===== src/rtl/ring_pkg.sv =====
// Shared types for the slotted ring: packet and injection-entry layouts plus
// the width derivations every stop must agree on.
package ring_pkg;

    localparam int RING_NUM_NODES = 4;
    localparam int RING_DATA_W    = 32;
    localparam int RING_MAX_LAPS  = 3;

    function automatic int clog2_min1(input int n);
        return (n <= 2) ? 1 : $clog2(n);
    endfunction

    localparam int ID_W  = clog2_min1(RING_NUM_NODES);
    localparam int LAP_W = clog2_min1(RING_MAX_LAPS + 1);

    typedef struct packed {
        logic [ID_W-1:0]        src;
        logic [ID_W-1:0]        dest;
        logic [LAP_W-1:0]       laps;
        logic [RING_DATA_W-1:0] data;
    } pkt_t;

    typedef struct packed {
        logic [ID_W-1:0]        dest;
        logic [RING_DATA_W-1:0] data;
    } inj_entry_t;

endpackage


===== src/rtl/ring_inj_fifo.sv =====
// Synchronous FIFO buffering core-injected packets until a ring slot frees up.
module ring_inj_fifo #(
    parameter int WIDTH = 8,
    parameter int DEPTH = 4
) (
    input  logic                     clk,
    input  logic                     rst,
    input  logic                     push,
    input  logic [WIDTH-1:0]         din,
    input  logic                     pop,
    output logic [WIDTH-1:0]         dout,
    output logic                     full,
    output logic                     empty,
    output logic [$clog2(DEPTH):0]   count
);

    localparam int PTR_W = $clog2(DEPTH);
    localparam int CNT_W = PTR_W + 1;

    logic [WIDTH-1:0] mem [DEPTH];
    logic [PTR_W-1:0] wr_ptr;
    logic [PTR_W-1:0] rd_ptr;

    assign full  = (count == CNT_W'(DEPTH));
    assign empty = (count == '0);
    assign dout  = mem[rd_ptr];

    always_ff @(posedge clk) begin
        if (push && !full) begin
            mem[wr_ptr] <= din;
        end
    end

    // DEPTH is a power of two, so pointers wrap by natural overflow.
    always_ff @(posedge clk) begin
        if (rst) begin
            wr_ptr <= '0;
            rd_ptr <= '0;
            count  <= '0;
        end else begin
            if (push && !full) begin
                wr_ptr <= wr_ptr + PTR_W'(1);
            end
            if (pop && !empty) begin
                rd_ptr <= rd_ptr + PTR_W'(1);
            end
            case ({push && !full, pop && !empty})
                2'b10:   count <= count + CNT_W'(1);
                2'b01:   count <= count - CNT_W'(1);
                default: count <= count;
            endcase
        end
    end

endmodule


===== src/rtl/ring_stop_router.sv =====
// One stop of the unidirectional slotted ring: ejects packets for this node,
// recirculates or drops those the core refuses, and fills empty slots from the FIFO.
module ring_stop_router
    import ring_pkg::*;
#(
    parameter int NUM_NODES    = RING_NUM_NODES,
    parameter int NODE_ID      = 0,
    parameter int DATA_WIDTH   = RING_DATA_W,
    parameter int INJ_DEPTH    = 4,
    parameter int MAX_LAPS     = RING_MAX_LAPS,
    parameter int STARVE_LIMIT = 16
) (
    input  logic                  clk,
    input  logic                  rst,
    input  logic                  ring_in_valid,
    input  pkt_t                  ring_in_pkt,
    output logic                  ring_out_valid,
    output pkt_t                  ring_out_pkt,
    input  logic                  inj_valid,
    input  logic [ID_W-1:0]       inj_dest,
    input  logic [DATA_WIDTH-1:0] inj_data,
    output logic                  inj_ready,
    output logic                  ej_valid,
    output pkt_t                  ej_pkt,
    input  logic                  ej_ready,
    output logic                  starve,
    output logic                  drop_pulse,
    output logic                  err_dest
);

    localparam int CNT_W = $clog2(INJ_DEPTH) + 1;
    localparam int STV_W = $clog2(STARVE_LIMIT + 1);
    localparam logic [ID_W-1:0]  MY_ID   = ID_W'(NODE_ID);
    localparam logic [LAP_W-1:0] LAP_MAX = LAP_W'(MAX_LAPS);
    localparam logic [STV_W-1:0] STV_MAX = STV_W'(STARVE_LIMIT);

    inj_entry_t       push_entry;
    inj_entry_t       head;
    logic             fifo_push;
    logic             fifo_pop;
    logic             fifo_full;
    logic             fifo_empty;
    logic [CNT_W-1:0] fifo_count;

    logic             ej_free;
    logic             for_me;
    logic             capture;
    logic             drop;
    logic             fwd;
    logic             head_bad;
    pkt_t             fwd_pkt;
    pkt_t             inj_pkt;
    logic [STV_W-1:0] starve_cnt;

    // Both handshakes transfer on valid && ready at a rising edge; valid never
    // depends combinationally on ready, and the offered data holds until taken.
    assign inj_ready  = (fifo_count != CNT_W'(INJ_DEPTH));
    assign fifo_push  = inj_valid && !fifo_full;
    assign push_entry = '{dest: inj_dest, data: inj_data};
    assign starve     = (starve_cnt >= STV_MAX);

    ring_inj_fifo #(
        .WIDTH ($bits(inj_entry_t)),
        .DEPTH (INJ_DEPTH)
    ) u_fifo (
        .clk   (clk),
        .rst   (rst),
        .push  (fifo_push),
        .din   (push_entry),
        .pop   (fifo_pop),
        .dout  (head),
        .full  (fifo_full),
        .empty (fifo_empty),
        .count (fifo_count)
    );

    always_comb begin
        ej_free  = !ej_valid || ej_ready;
        for_me   = ring_in_valid && (ring_in_pkt.dest == MY_ID);
        capture  = for_me && ej_free;
        drop     = for_me && !ej_free && (ring_in_pkt.laps == LAP_MAX);
        fwd      = ring_in_valid && !capture && !drop;
        fwd_pkt  = ring_in_pkt;
        if (for_me) begin
            fwd_pkt.laps = ring_in_pkt.laps + LAP_W'(1);
        end
        // Ring traffic owns the slot; the FIFO only gets what is left over.
        fifo_pop = !fwd && !fifo_empty;
        head_bad = (32'(head.dest) >= NUM_NODES);
        inj_pkt  = '{src: MY_ID, dest: head.dest, laps: '0, data: head.data};
    end

    always_ff @(posedge clk) begin
        if (rst) begin
            ring_out_valid <= 1'b0;
            ring_out_pkt   <= '0;
            ej_valid       <= 1'b0;
            ej_pkt         <= '0;
            drop_pulse     <= 1'b0;
            err_dest       <= 1'b0;
            starve_cnt     <= '0;
        end else begin
            drop_pulse <= drop;

            if (fwd) begin
                ring_out_valid <= 1'b1;
                ring_out_pkt   <= fwd_pkt;
            end else if (fifo_pop && !head_bad) begin
                ring_out_valid <= 1'b1;
                ring_out_pkt   <= inj_pkt;
            end else begin
                ring_out_valid <= 1'b0;
            end

            if (capture) begin
                ej_valid <= 1'b1;
                ej_pkt   <= ring_in_pkt;
            end else if (ej_ready) begin
                ej_valid <= 1'b0;
            end

            if (fifo_pop && head_bad) begin
                err_dest <= 1'b1;
            end

            if (fifo_empty || fifo_pop) begin
                starve_cnt <= '0;
            end else if (starve_cnt != STV_MAX) begin
                starve_cnt <= starve_cnt + STV_W'(1);
            end
        end
    end

endmodule


===== config.mk =====
export PLATFORM = sky130hd
export DESIGN_NAME = ring_stop_router
export DESIGN_NICKNAME = d
export VERILOG_FILES = /design/src/rtl/ring_pkg.sv /design/src/rtl/ring_inj_fifo.sv /design/src/rtl/ring_stop_router.sv
export SDC_FILE = /design/constraint.sdc
export NUM_CORES = 1
export LEC_CHECK = 0
export CAP_MARGIN = 30
export CORE_MARGIN = 2
export CORE_UTILIZATION = 35
export CTS_BUF_LIST = sky130_fd_sc_hd__clkbuf_16
export DETAILED_ROUTE_END_ITERATION = 6
export GPL_ROUTABILITY_DRIVEN = 0
export PLACE_DENSITY = 0.54
export SYNTH_ARGS = -nofsm -noshare
export SYNTH_HDL_FRONTEND = slang
export SYNTH_SLANG_ARGS = --single-unit

===== constraint.sdc =====
create_clock -name clk -period 6 [get_ports clk]
set_input_delay 0.9 -clock clk [delete_from_list [all_inputs] [get_ports clk]]
set_output_delay 0.9 -clock clk [all_outputs]
set_load 0.005 [all_outputs]

==> impl_results.md, run 1 <==
- Synth Area in XOR/XNOR: 0.00584
- HPWL Detailed: 14,800 µm
- Syn Inst Count: 657
- Max-cap check violation count: 0
- Vias: 6,012
- Placed Cells: 1,097
- Drt drc: 0
- # IOs: 159
- Critical Path RT: 6.45 ns
- Hold Fails Final Rpt: 0
- DIE AREA: 0.0270 mm²
- Startpoint type of the worst setup path: input pin
- Number of enable flip-flop cells after synthesis: 136
- Yosys reg bits: 229
- Setup Fix Bufs, Post-CTS: 0
- Final setup fails: 0
- Internal power: 3430 µW
- Netlist Area Pre-Place: 0.00900 mm²
- Fmax: 310 MHz
- Async S/R FF share, synth: 0
- DRT Pass-1 Iters: 4
- TNS Setup: 0 ns
- Final Non-Filler Cells: 1,146
- Ys flop type: edfxtp_1
- Worst setup margin: 2.77 ns
- Share of layout cells above drive strength 1: 0.135
- Chip Width: 164 µm
- Synth Area in Simple Gates: 0.0797
- Reg clk slew, reported paths: 0.06 ns
- First-pass GRT wire length: 36,100 µm
- Clock buffer depth: 3
- Core region area: 0.0252 mm²
- Synth warn: 0
- Worst min path class: flip-flop to flip-flop
- VDD IR max: 175 µV
- Power share of the combinational group: 0.223
- Vias per cell: 5.25
- Clock period minus worst slack: 3.23 ns
- Hold depth: 1
- P&R area growth vs syn: 32.4%
- Slew Limit Fails: 0
- Clock share of power: 0.365
- Leak: 0.00395 µW
- Mapped Nets: 743
- Worst Skew: 0.0217 ns
- Worst-Skew Late Latency: 0.52 ns
- Hold Buf Count CTS: 0
- CTS H-tree lvls: 1
- Worst Tran Pin Value: 1.01 ns
- Final wirelength: 23,700 µm
- Relative slew slack: 0.324
- Syn_area_per_cell: 13.7 µm²
- Ant diodes: 0
- Post-route ant nets: 0
- Critical Path Fanout Max: 13
- Sw Ratio: 0.268
- Cts repair resizes: 0
- Switching pwr: 1260 µW
- Synth Area in Compound Gates: 0.108
- Number of global-route vias before repair: 6,303
- Arrival @ worst endpoint: 3.68 ns
- CTS tree: done
- Starting Density: 0.357
- Period utilization: 0.538
- Total Routing Usage GR: 0.177
- Outcome: finished, final reports clean
- Pre-CTS setup slack: 2.26 ns
- Multiplexer area fraction after synthesis: 0.0904
- Cts bufs inserted: 25
- Critical Path End Type: flip-flop
- Height of the die: 164 µm
- Grt ovf: 0
- Drt wl/cell: 20.6 µm
- Unrepaired setup endpoints after global routing: false
- Largest family of logic cells by synthesized area: compound AO/OA/AOI/OAI gates
- Post-Synth Adder-Cell Area: 0.0133
- Largest net degree at the start of global routing: 90
- Critical path class: input pin to flip-flop
- I/O Buffers: 157
- Core Rows: 58
- Post-synthesis sequential area ratio: 0.661
- Antenna violations before repair: 0
- Clk sink count: 229
- PD cells: 393 mW/mm²
- Register share of total power: 0.412
- Overall power: 4690 µW
- Clk root buf: clkbuf_16
- Reg2reg path depth: 8
- Nets: 883
- DRT iter0 DRCs: 430
- Post-synthesis cell type count: 50
==> worst max-delay path: stages <==
cell and delay, ns:
clkdlybuf4s50_1 0.62, ha_1 0.25, and4bb_2 0.38, nor3_2 0.23, ha_1 0.23, inv_1 0.06
fa_1 0.38, xor2_1 0.16, or3_1 0.32, a21oi_1 0.14
==> synthesized netlist by cell type (2+ instances only) <==
cell type | number | share of area
a211oi_1 | 9 | 0.0075
a21o_1 | 2 | 0.0017
a21oi_1 | 69 | 0.038
a221oi_1 | 10 | 0.0097
a311oi_1 | 25 | 0.024
and3_1 | 4 | 0.0028
and4bb_2 | 2 | 0.0028
buf_1 | 5 | 0.0021
buf_12 | 3 | 0.0067
buf_2 | 24 | 0.013
buf_4 | 3 | 0.0025
clkbuf_1 | 20 | 0.0083
dfxtp_1 | 93 | 0.21
edfxtp_1 | 136 | 0.45
ha_1 | 8 | 0.011
inv_1 | 16 | 0.0067
mux2_2 | 2 | 0.0025
mux4_2 | 34 | 0.085
nand2_1 | 64 | 0.027
nand2b_1 | 2 | 0.0014
nand3_1 | 40 | 0.022
nand4_1 | 2 | 0.0014
nor2_1 | 6 | 0.0025
nor2b_1 | 3 | 0.0021
nor3_1 | 4 | 0.0022
nor3_2 | 2 | 0.0022
nor3b_1 | 2 | 0.0017
o21ai_1 | 39 | 0.022
or3_1 | 2 | 0.0014
or3b_1 | 2 | 0.0019
xnor2_1 | 2 | 0.0019
xor2_1 | 4 | 0.0039
==> sequential cells by signal, summed over array words and instances (netlist names), named ones only <==
name	cells
u_fifo.mem	136
ej_pkt	38
ring_out_pkt	38
starve_cnt	5
u_fifo.count	3
u_fifo.rd_ptr	2
u_fifo.wr_ptr	2
drop_pulse	1
ej_valid	1
ring_out_valid	1
==> cells in the final DEF (no fill, tap or decap), drive strengths merged, types with 3 or more instances in the layout <==
cell type,n
a211oi,9
a21oi,69
a221oi,11
a311oi,25
and3,4
buf,14
bufinv,8
clkbuf,25
clkdlybuf4s50,156
clkinv,10
dfxtp,93
edfxtp,136
ha,8
inv,19
mux2,3
mux4,34
nand2,65
nand3,40
nor2,7
nor2b,3
nor3,6
nor3b,3
o21ai,40
xor2,4
==> per-layer routing <==
layer  wire (µm)  track usage  share of wire  vias up
met5           0            0              0        -
met4         336       0.0415          0.014        0
met3        1360       0.0306          0.057       22
met2       11500        0.298           0.48      187
met1       10500        0.238           0.44     3017
li1            -            -              -     2786
==> cell type report <==
class,instances,area [µm²]
clock buffers,25,626
well taps,330,413
clock inverters,21,298
inverters,16,60.1
fillers,2193,13300
multi-input cells,355,2720
repair buffers,170,1840
flip-flops and latches,229,5950
==> through the flow <==
| step | cell area (µm²) | util | hold slack [ns] |
|---|---|---|---|
| floorplan | 9000 | - | 0.467 |
| global placement | 10700 | 0.426 | 0.461 |
| detailed placement | 10900 | 0.433 | 0.466 |
| CTS | 11800 | 0.470 | 0.475 |
| global route | 11900 | 0.473 | 0.495 |
| finish | 11900 | 0.473 | 0.472 |
==> final timing paths <==
path                            slack [ns]                           end                         start
worst max register to register        3.61  u_fifo.count[2]$_SDFFE_PP0P_  u_fifo.count[2]$_SDFFE_PP0P_
worst max-delay path                  2.77  u_fifo.count[2]$_SDFFE_PP0P_               ring_in_pkt[32]
worst min-delay path                  0.47       ej_pkt[34]$_SDFFE_PP0P_       ej_pkt[34]$_SDFFE_PP0P_
worst min register to register        0.47       ej_pkt[34]$_SDFFE_PP0P_       ej_pkt[34]$_SDFFE_PP0P_
==> cell families (layout without fill, tap and decap cells) <==
group / Yosys count / count (layout)
and+or+nand+nor: 142 / 142
other: 1 / 1
AOI/OAI and AO/OA: 159 / 159
DFF: 229 / 229
xor gates and xnor gates: 6 / 6
buffers and inverters: 73 / 232
adders and majority gates: 9 / 9
muxes: 38 / 38
==> power groups by stage <==
stage          sequential, µW  combinational [µW]  clock, µW
6_report                 1930                1050       1710
4_1_cts                  1940                1040       1750
3_5_place_dp             1970                1040          0
3_3_place_gp             1970                 996          0
5_1_grt                  1950                1140       1810
2_1_floorplan            1940                 659          0
No activity file was read; power rests on OpenSTA's default activity.
==> run 2: changes to the inputs <==
Settings changed: PLACE_DENSITY 0.54 to 0.56.
Clock period 6 ns to 2.9 ns, I/O delays scaled along.
==> run 2 against run 1 <==
  * Cell count is 1.9% higher
  * Count of clock-buffer cells in the layout rose by 1
  * First-iteration DRC count is 13% higher
  * Global-route usage grew 0.56 points
  * Register-to-register slack worse by 3.2 ns
  * Critical path depth stayed put
  * Clock skew decreased by 0.0094 ns
==> impl_results.md, run 2 (synthesized netlist as in run 1, its figures left out) <==
- DRT Pass-1 Iters: 5
- Overall power: 9130 µW
- Number of global-route vias before repair: 6,592
- Critical Path Fanout Max: 3
- HP Start: ej_pkt[35]$_SDFFE_PP0P_
- Slowest-stage cell, CP: clkdlybuf4s50_1
- Worst Tran Pin Value: 0.722 ns
- Relative slew slack: 0.519
- Most frequent cells in the layout: 156 x clkdlybuf4s50_1, 136 x edfxtp_1, 91 x dfxtp_1
- DRT iter0 DRCs: 486
- Share of layout cells above drive strength 1: 0.159
- Setup Fix Bufs, Post-CTS: 0
- Reg2reg path depth: 8
- Critical Path RT: 3.33 ns
- Post-Place Cell Area: 0.0110 mm²
- Critical path class: input pin to flip-flop
- Height of the die: 164 µm
- Max stage delay on crit path: 0.58 ns
- Layout Utilization: 0.468
- RR Startpoint: u_fifo.count[2]$_SDFFE_PP0P_
- Period utilization: 0.878
- Leak: 0.00395 µW
- Hold depth: 1
- Critical path buffers and inverters: 2
- Outcome: finished, final reports clean
- PD cells: 775 mW/mm²
- Antenna violations before repair: 1
- P&R area growth vs syn: 30.9%
- Worst Skew: 0.0123 ns
- Nets: 906
- Starting Density: 0.357
- Core Rows: 58
- Clock period minus worst slack: 2.55 ns
- I/O Buffers: 157
- Unrepaired setup endpoints after global routing: false
- Cts bufs inserted: 25
- Crit-path cells: clkdlybuf4s50_1 > ha_1 > and4bb_2 > nor3_2 > ha_1 > inv_1 > fa_1 > xor2_1 > or3_1 > a21oi_1
- Drt drc: 0
- Vias per cell: 5.28
- Hold Fails Final Rpt: 0
- FILL cells: 2,223
- First-pass GRT wire length: 37,100 µm
- Largest net degree at the start of global routing: 62
- CP dominant cell by count: ha_1
- Vias: 6,167
- Reg2reg setup slack: 0.43 ns
- CTS tree: done
- Grt ovf: 0
- Clk root buf: clkbuf_16
- VDD IR max: 391 µV
- Max-cap check violation count: 0
- CTS H-tree lvls: 1
- R2R Path End: u_fifo.count[2]$_SDFFE_PP0P_
- Cts repair resizes: 0
- Most common cell after layout, fill and taps aside: clkdlybuf4s50_1
- DIE AREA: 0.0270 mm²
- Drt wl/cell: 20.9 µm
- # IOs: 159
- Chip Width: 164 µm
- Clock buffer depth: 3
- Post-route cell area: 0.0118 mm²
- Startpoint type of the worst setup path: input pin
- HPWL Detailed: 16,000 µm
- Hold Slack: 0.471 ns
- Largest Register: u_fifo.mem
- Cell family with most CP delay: adder cells
- Ant diodes: 0
- Final wirelength: 24,400 µm
- Max reg flops: 136
- Core region area: 0.0252 mm²
- Worst-Skew Late Latency: 0.51 ns
- Post-route ant nets: 0
- Arrival @ worst endpoint: 2.97 ns
- Critical Path End Type: flip-flop
- Hold Path End: ej_pkt[35]$_SDFFE_PP0P_
- Hold Buf Count CTS: 0
- Slew Limit Fails: 0
- Largest regs: u_fifo.mem: 136 flops, ej_pkt: 38 flops, ring_out_pkt: 38 flops
- Fmax: 393 MHz
- Worst min path class: flip-flop to flip-flop
- Reg clk slew, reported paths: 0.06 ns
- Clk sink count: 229
- Final setup fails: 0
- Total Routing Usage GR: 0.182
[run 2: cell types whose count changed in the layout (fill, tap and decap cells not counted), sizes merged]
| cell | delta |
|---|---|
| clkinvlp | +2 |
| inv | +1 |
| bufinv | -7 |
| buf | +23 |
| clkinv | +2 |
| clkbuf | +1 |
[run 2: worst max path at each step]
stage | from | end | slack (ns) | cells after the start
after floorplan | ring_in_pkt[32] | u_fifo.count[2]$_SDFFE_PP0P_ | 0.62 | 9
after detailed placement | ring_in_pkt[32] | u_fifo.count[2]$_SDFFE_PP0P_ | -0.13 | 10
after CTS | ring_in_pkt[32] | u_fifo.count[2]$_SDFFE_PP0P_ | 0.40 | 10
after global routing | ring_in_pkt[32] | u_fifo.count[2]$_SDFFE_PP0P_ | 0.29 | 10
after global placement | ring_in_pkt[32] | u_fifo.count[2]$_SDFFE_PP0P_ | 0.002 | 10
final | ring_in_pkt[32] | u_fifo.count[2]$_SDFFE_PP0P_ | 0.35 | 10
[run 2: worst reg2reg max path: cells and delay by family, from the launching register on]
kind            cells  cell delay, ns
simple gates        3            1.02
fa+ha+maj           2            0.57
flops               1            0.42
compound gates      1            0.17
xor+xnor            1            0.16
buf+inv             1            0.06
[run 2: routing by layer]
layer	global-route usage	vias up	routed length [µm]
met5	0	-	0
met4	0.0530	0	584
met3	0.0379	43	1630
met2	0.318	234	12200
met1	0.228	3065	9920
li1	-	2825	-
[run 2: area by class of cell]
cell class / instances / area (µm²) / area share
clock buffer: 26 / 651 / 0.0552
clock inverter: 19 / 119 / 0.0101
inverter: 16 / 60.1 / 0.00510
multi-input combinational: 355 / 2720 / 0.231
sequential: 229 / 5950 / 0.505
tap: 330 / 413 / 0.0351
timing repair buffer: 193 / 1860 / 0.158
[run 2: through the flow]
| stage | TNS [ns] | instances | worst slack [ns] |
|---|---|---|---|
| floorplan | 0 | 657 | 0.618 |
| global placement | 0 | 1123 | 0.00228 |
| detailed placement | -0.134 | 1123 | -0.134 |
| CTS | 0 | 1168 | 0.396 |
| global route | 0 | 1168 | 0.290 |
| finish | 0 | 1168 | 0.354 |
[run 2: where the power goes]
part           leakage (µW)  switching, µW  total, µW  internal [µW]
registers           0.00201            184       4000           3820
logic               0.00154           1180       2190           1010
clock network      0.000394           1230       2940           1710
==> run 3: changes to the inputs <==
Clock period 2.9 ns to 2.15 ns, I/O delays scaled along.
==> run 3 against run 2 <==
  * Design area is 2.1% higher
  * First-iteration DRC count fell by 2.1%
  * Utilization up 0.97 points
  * Largest cell class unchanged
==> impl_results.md, run 3 (synthesized netlist as in run 1, its figures left out) <==
- Largest regs: u_fifo.mem: 136 flops, ej_pkt: 38 flops, ring_out_pkt: 38 flops
- Outcome: finished, final reports clean
- Critical Path End Type: flip-flop
- Setup Fix Bufs, Post-CTS: 0
- Grt ovf: 0
- Critical path origin: u_fifo.count[1]$_SDFFE_PP0P_
- Worst-Skew Late Latency: 0.52 ns
- DRT iter0 DRCs: 476
- Critical path class: flip-flop to flip-flop
- Relative slew slack: 0.530
- CTS tree: done
- Switching pwr: 3630 µW
- Clock buffer depth: 3
- P&R area growth vs syn: 33.6%
- VDD IR max: 516 µV
- Worst Skew: 0.0187 ns
- Power share of the combinational group: 0.252
- Largest Register: u_fifo.mem
- FILL cells: 2,205
- Period utilization: 0.957
- HPWL Detailed: 16,400 µm
- Sw Ratio: 0.287
- Startpoint type of the worst setup path: flip-flop
- DIE AREA: 0.0270 mm²
- Drt wl/cell: 21.0 µm
- DRT Pass-1 Iters: 5
- Cell family with most CP delay: simple AND/OR/NAND/NOR gates
- Clock period minus worst slack: 2.06 ns
- Ant diodes: 0
- Critical Path RT: 2.60 ns
- PD cells: 1050 mW/mm²
- Critical path buffers and inverters: 1
- Leak: 0.00406 µW
- Vias: 6,199
- CTS H-tree lvls: 1
- First-pass GRT wire length: 37,800 µm
- Vias per cell: 5.25
- Drt drc: 0
- Post-route cell area: 0.0120 mm²
- Internal power: 9020 µW
- Post-route ant nets: 0
- Final setup fails: 0
- Reg clk slew, reported paths: 0.06 ns
- Max stage delay on crit path: 0.38 ns
- Arrival @ worst endpoint: 2.51 ns
- Final wirelength: 24,800 µm
- RR Startpoint: u_fifo.count[1]$_SDFFE_PP0P_
- Worst Tran Pin Value: 0.705 ns
- Pre-CTS setup slack: -0.682 ns
- Largest net degree at the start of global routing: 59
- Height of the die: 164 µm
- Slowest-stage cell, CP: or3b_4
- Most frequent cells in the layout: 152 x clkdlybuf4s50_1, 136 x edfxtp_1, 89 x dfxtp_1
- Area of the multi-input gates: 0.00276 mm²
- Worst min path class: input pin to flip-flop
- Placed Cells: 1,134
- Worst setup margin: 0.0918 ns
- Reg2reg setup slack: 0.09 ns
- Register share of total power: 0.424
- Cts bufs inserted: 25
- Starting Density: 0.357
- Antenna violations before repair: 0
- Clk sink count: 229
- Core Rows: 58
- Post-Place Cell Area: 0.0112 mm²
- Total Routing Usage GR: 0.184
- Nets: 917
- Max reg flops: 136
- Clk root buf: clkbuf_16
- Fmax: 486 MHz
- Critical Path Fanout Max: 5
- Unrepaired setup endpoints after global routing: false
- Crit-path cells: or3b_4 > nand2_2 > ha_4 > inv_1 > fa_2 > xor2_1 > or3_1 > a21oi_2
- Share of layout cells above drive strength 1: 0.181
- Slew Limit Fails: 0
- Most common cell after layout, fill and taps aside: clkdlybuf4s50_1
- Hold Fails Final Rpt: 0
- I/O Buffers: 157
- Reg area: 0.00595 mm²
- Core region area: 0.0252 mm²
- # IOs: 159
- Chip Width: 164 µm
- Final Non-Filler Cells: 1,180
- HP Start: rst
- Max-cap check violation count: 0
- Number of global-route vias before repair: 6,590
- Clock share of power: 0.324
==> run 3: cell types whose count changed in the layout (fill, tap and decap cells not counted), moves of 2 or more <==
cell and change:
buf_12 +9, buf_4 +2, clkdlybuf4s50_1 -4, clkinv_2 +2, dfxtp_1 -2, dlygate4sd2_1 +3, ha_1 -2, inv_6 +2
==> run 3: final timing paths <==
path | endpoint | cells after the start
worst max-delay path | u_fifo.count[2]$_SDFFE_PP0P_ | 8
worst min-delay path | u_fifo.count[1]$_SDFFE_PP0P_ | 2
worst max register to register | u_fifo.count[2]$_SDFFE_PP0P_ | 8
worst min register to register | ej_pkt[35]$_SDFFE_PP0P_ | 1
==> run 3: through the flow <==
step	setup TNS, ns	hold slack [ns]	power, µW	util
2_1_floorplan	0	0.421	7280	-
3_3_place_gp	-1.31	0.464	8560	0.445
3_5_place_dp	-2.81	0.473	8630	0.445
4_1_cts	0	0.321	12800	0.477
5_1_grt	0	0.351	13300	0.477
6_report	0	0.354	12700	0.477
==> run 3: repair_timing <==
action	in CTS	in global routing
gates cloned	0	0
pin swaps	1	1
hold buffers	0	0
setup endpoints to repair	2	1
gates resized for setup	7	6
==> run 3: metal layers <==
| layer | track usage | up-vias | wire (µm) |
|---|---|---|---|
| li1 | - | 2844 | - |
| met3 | 0.0303 | 28 | 1330 |
| met5 | 0 | - | 0 |
| met1 | 0.250 | 3152 | 11000 |
| met4 | 0.0455 | 0 | 352 |
| met2 | 0.308 | 175 | 12200 |
==> run 3: worst reg2reg max path, stage by stage, from the launching register on <==
cell	delay [ns]
dfxtp_4	0.37
or3b_4	0.38
nand2_2	0.10
ha_4	0.14
inv_1	0.05
fa_2	0.33
xor2_1	0.15
or3_1	0.33
a21oi_2	0.13
==> run 3: cell type report <==
cell class                 count  share of cell area
tap                          330              0.0343
sequential                   229               0.495
timing repair buffer         204               0.171
multi-input combinational    355               0.229
clock buffer                  25              0.0520
inverter                      16             0.00500
clock inverter                21              0.0130
==> run 3: power by group through the flow <==
stage / Clock [µW] / Sequential, µW / Combinational, µW
after global routing: 4370 / 5410 / 3470
after detailed placement: 0 / 5450 / 3180
after floorplan: 0 / 5410 / 1860
after global placement: 0 / 5420 / 3130
final: 4100 / 5370 / 3190
after CTS: 4190 / 5370 / 3200
